==> config.mk <==
export PLATFORM = sky130hd
export DESIGN_NAME = pc_sequencer
export DESIGN_NICKNAME = d
export VERILOG_FILES = /design/src/rtl/pc_sequencer.sv
export SDC_FILE = /design/constraint.sdc
export NUM_CORES = 1
export LEC_CHECK = 0
export CORE_MARGIN = 2
export CORE_UTILIZATION = 60
export CTS_BUF_LIST = sky130_fd_sc_hd__clkbuf_4
export CTS_CLUSTER_DIAMETER = 60
export CTS_CLUSTER_SIZE = 8
export DETAILED_ROUTE_END_ITERATION = 12
export DONT_BUFFER_PORTS = 1
export MAX_ROUTING_LAYER = met4
export PLACE_DENSITY = 0.75
export RECOVER_POWER = 25
export REMOVE_ABC_BUFFERS = 1
export SLEW_MARGIN = 20
export SYNTH_ARGS = -nofsm -noshare
export SYNTH_HDL_FRONTEND = slang
export SYNTH_SLANG_ARGS = --single-unit
export TNS_END_PERCENT = 1
==> constraint.sdc <==
create_clock -name clk -period 2.2 [get_ports clk]
set_input_delay 0.33 -clock clk [delete_from_list [all_inputs] [get_ports clk]]
set_output_delay 0.33 -clock clk [all_outputs]
set_load 0.01 [all_outputs]
==> src/rtl/pc_sequencer.sv <==
// Fetch-stage PC sequencer: chooses the PC load value and drives the imem fetch handshake.
// Latency: decisions are combinational from state and inputs; the PC loads at the next edge.
// Backpressure: stall parks the fetcher in HOLD; an ack without a redirect is the only way forward from FETCH.
module pc_sequencer #(
    parameter logic [31:0] RESET_VECTOR = 32'h0000_0000,
    parameter logic [31:0] PC_STEP      = 32'd4
) (
    input  logic        clk,
    input  logic        reset,
    input  logic [31:0] pc_current,
    output logic        pc_write,
    output logic [31:0] pc_next,
    output logic        imem_req,
    input  logic        imem_ack,
    input  logic        stall,
    input  logic        redirect_valid,
    input  logic [31:0] redirect_target,
    output logic        flush,
    output logic        if_valid
);

    typedef enum logic [1:0] {
        IDLE  = 2'd0,
        FETCH = 2'd1,
        HOLD  = 2'd2,
        DRAIN = 2'd3
    } state_t;

    state_t      state;
    state_t      state_nxt;
    logic [31:0] pending_target;
    logic [31:0] pending_nxt;

    always_comb begin
        state_nxt   = state;
        pending_nxt = pending_target;
        pc_write    = 1'b0;
        pc_next     = 32'h0;
        imem_req    = 1'b0;
        flush       = 1'b0;
        if_valid    = 1'b0;
        if (!reset) begin
            unique case (state)
                IDLE: begin
                    pc_write  = 1'b1;
                    pc_next   = RESET_VECTOR;
                    state_nxt = FETCH;
                end
                FETCH: begin
                    imem_req = 1'b1;
                    if (redirect_valid) begin
                        flush = 1'b1;
                        if (imem_ack) begin
                            pc_write = 1'b1;
                            pc_next  = redirect_target;
                        end else begin
                            pending_nxt = redirect_target;
                            state_nxt   = DRAIN;
                        end
                    end else if (imem_ack) begin
                        if (stall) begin
                            // Word is dropped here and fetched again once the stall clears.
                            state_nxt = HOLD;
                        end else begin
                            if_valid = 1'b1;
                            pc_write = 1'b1;
                            pc_next  = pc_current + PC_STEP;
                        end
                    end
                end
                HOLD: begin
                    if (redirect_valid) begin
                        pc_write  = 1'b1;
                        pc_next   = redirect_target;
                        flush     = 1'b1;
                        state_nxt = FETCH;
                    end else if (!stall) begin
                        state_nxt = FETCH;
                    end
                end
                DRAIN: begin
                    imem_req = 1'b1;
                    if (redirect_valid) begin
                        flush       = 1'b1;
                        pending_nxt = redirect_target;
                    end
                    if (imem_ack) begin
                        pc_write  = 1'b1;
                        pc_next   = redirect_valid ? redirect_target : pending_target;
                        state_nxt = FETCH;
                    end
                end
                default: state_nxt = IDLE;
            endcase
        end
    end

    always_ff @(posedge clk or posedge reset) begin
        if (reset) begin
            state          <= IDLE;
            pending_target <= 32'h0;
        end else begin
            state          <= state_nxt;
            pending_target <= pending_nxt;
        end
    end

endmodule

==> results of run 1 <==
[kinds of logic (layout without fill, tap and decap cells)]
| kind of cell | after synthesis | after routing | synth area share (%) |
|---|---|---|---|
| and+or+nand+nor | 124 | 124 | 24.6 |
| buffers and inverters | 34 | 58 | 4.98 |
| AOI/OAI and AO/OA | 94 | 94 | 24.1 |
| DFF | 34 | 34 | 29.0 |
| xor gates and xnor gates | 10 | 10 | 2.98 |
| muxes | 37 | 37 | 14.0 |
| adders and majority gates | 1 | 1 | 0.426 |
[timing repair]
item	4_1_cts	5_1_grt
endpoints found under the setup margin	23	33
endpoints found under the hold margin	14	0
setup buffers	2	2
gates resized for setup	13	23
hold buffers	1	0
pin swaps	10	6
[registers in the layout, indices dropped and copies added (netlist names)]
signal,count
pending_target,32
state,2
[power groups by stage]
stage | Clock, µW | Sequential (µW) | Combinational [µW]
after floorplan | 0 | 849 | 384
after global placement | 0 | 853 | 522
after detailed placement | 0 | 866 | 535
after CTS | 356 | 852 | 560
after global routing | 388 | 874 | 631
final | 352 | 857 | 585
[cells in the final DEF, fill, tap and decap left out, types with 8 or more instances in the layout]
cell      synthesis  routed
buf_4             0      37
dfrtp_1          34      34
mux2_2           33      32
a22oi_1          23      19
nand2_1          17      17
nand3_1          18      17
o211ai_1         17      17
nor3_1           14      13
nand4_1          12      12
nor2_1           14      10
nor4_1            9       8
[through the flow]
step	power, µW	instances	hold WS, ns
3_5_place_dp	1400	412	0.243
2_1_floorplan	1230	305	0.480
6_report	1790	425	0.127
4_1_cts	1770	423	0.128
3_3_place_gp	1370	412	0.242
5_1_grt	1890	425	0.113
[area by class of cell]
type | instances | area (µm²)
sequential | 34 | 851
clock inverter | 2 | 8.76
fill | 381 | 1280
tap | 67 | 83.8
clock buffer | 6 | 45.0
multi-input combinational | 266 | 2080
timing repair buffer | 45 | 362
inverter | 5 | 18.8
[synthesized netlist by cell type, types with 3 or more instances]
library cell  count
dfrtp_1          34
mux2_2           33
a22oi_1          23
nand3_1          18
nand2_1          17
o211ai_1         17
clkbuf_1         15
nor2_1           14
nor3_1           14
nand4_1          12
a21oi_1           9
buf_2             9
nor4_1            9
o22ai_1           7
o311ai_0          7
xnor2_1           7
or4_1             6
a221oi_1          5
a22o_1            5
inv_1             5
o21ai_0           5
and3_1            4
buf_1             4
mux2i_1           4
nand4b_1          4
a32o_1            3
and2_1            3
nor2b_1           3
or4b_1            3
xor2_1            3
[worst max-delay path: stages, from the launching register on]
cell and delay (ns):
dfrtp_1 0.43, nand4bb_4 0.27, nor4_1 0.27, or4b_4 0.48, o211ai_1 0.09, buf_4 0.15
[routing by layer]
metal	track usage [%]	wire length, µm	vias to the layer above
li1	-	-	1382
met1	43.4	3520	1489
met2	52.5	4220	182
met3	8.27	1000	23
met4	10.1	230	0
met5	-	0	-
[final timing paths]
path	depth (start not counted)	end	from	slack, ns
setup / recovery	5	pc_next[31]	state[1]$_DFFE_PP0P_	-0.17
hold / removal	1	pending_target[20]$_DFFE_PP0P_	redirect_target[20]	0.13
setup reg to reg	6	pending_target[12]$_DFFE_PP0P_	state[0]$_DFFE_PP0P_	0.32
hold reg to reg	1	pending_target[11]$_DFFE_PP0P_	pending_target[11]$_DFFE_PP0P_	0.52
max in group asynchronous	4	pending_target[6]$_DFFE_PP0P_	reset	0.48
min in group asynchronous	3	pending_target[29]$_DFFE_PP0P_	reset	0.68
==> impl_results.md, run 1 <==
* Fin crit period at 2.37 ns
* #FFs+latches synth at 34
* Cell Area, Synth at 2940 µm²
* Post-DP HPWL at 6480 µm
* Switching pwr at 580 µW
* Clock power share at 19.6%
* Least-Margin Pin Slew at ~0.93 ns
* Maximum vdd drop at 0.340 mV
* Grt total ovfl at 0
* GPL Wtd Cong at 0.957
* Setup Skew at roughly 0.015 ns
* Clock Tree Root: clkbuf_4
* Clk_lat worst skew at 0.34 ns
* Failing checks: negative setup slack
* Mapped Avg Cell Area at 8.80 µm²
* Final Cell Area at between 3000 and 4000 µm²
* Gr usage total at 33.6%
* Placeable core region at 4720 µm²
* Vert. Die Dim at approximately 74 µm
* DRC violations left at 0
* Setup WS post-layout at -0.174 ns
* Final WL at 8980 µm
* Type of origin of the critical path: register
* Crit path DAT at 2.04 ns
* Number of iterations in the first detailed-routing pass at 5
* Slew margin rel. at about 38%
* MaxCap Viol Count at 0
* Synthesized instance count at between 300 and 400
* Number of global-route vias before repair at ~2800
* Area fraction of the dominant cell type after synthesis at 29.0%
* Setup CP Type: reg -> out
* Sequential cell area fraction in the yosys report at 29.0%
* DR WL/cell at 21.1 µm
* Vias at 3076
* Pre-CTS worst setup slack at -0.0172 ns
* Final hold viol count at 0
* Max FO, Critical Path at 5
* Post-synth EDFFs at 0
* Pleak at 0.00122 µW
* CTS tree: yes
* Largest area contributor in the netlist: dfrtp_1
* CTS sink count at 34
* Worst path required time at 1.87 ns
* Sequential share of power at 47.8%
* Initial antenna violation count at 0
* Async SR Flop Fraction at between 90% and 100%
* Share of layout cells above drive strength 1 at roughly 34%
* Die footprint at 5470 µm²
* Final period util at 108%
* Logic pwr share at 32.6%
* Clock buffer depth at 2
* Top Ports at 105
* Fmax at ~420 MHz
* Outcome: complete, but fails checks
* Setup tns final at -1.71 ns
* Net Sw Frac at 32.3%
* Vias/cell at between 7 and 8
* Pwr Density at 521 nW/µm²
* Rows at 25
* Largest net degree at the start of global routing at 33
* Synth area leaders: dfrtp_1, mux2_2, a22oi_1, o211ai_1, nand3_1
* Top FF cell, synth: dfrtp_1
* Initial DRC count at about 370
* Yosys warns at 0
* CP Capture Type: primary output
* Area added between synthesis and finish at 17.2%
* H-tree depth at 2
* Final setup viols at 20
* Final antenna-violating net count at 0
* RSZ-0062 raised after global routing: true
* Final core utilization at between 70% and 80%
* Clock-pin transition on the worst setup and hold timing paths at 0.12 ns
* Port Buf Inserts at 0
* Antenna diode count at 0
* Max Slew Vio Count at 0
* Post-layout net count at 427
* Worst Hold Class: in -> reg
* Clock buffer count from CTS at 5
* DIE WIDTH at around 74 µm
* Placed inst area at 3210 µm²
* First-pass GRT wire length at 13800 µm
* Synth unique cells at 54
* Internal power at 1210 µW
* Initial core utilization at 62.2%
(Power assumes the default switching activity.)
==> inputs of run 2 (changes only) <==
--- a/config.mk
+++ b/config.mk
@@ -9,7 +9,6 @@
 export CORE_UTILIZATION = 60
 export CTS_BUF_LIST = sky130_fd_sc_hd__clkbuf_4
 export CTS_CLUSTER_DIAMETER = 60
-export CTS_CLUSTER_SIZE = 8
 export DETAILED_ROUTE_END_ITERATION = 12
 export DONT_BUFFER_PORTS = 1
 export MAX_ROUTING_LAYER = met4
==> results of run 2 <==
Same layout as run 1: the final DEF is identical, and so are final timing and power.
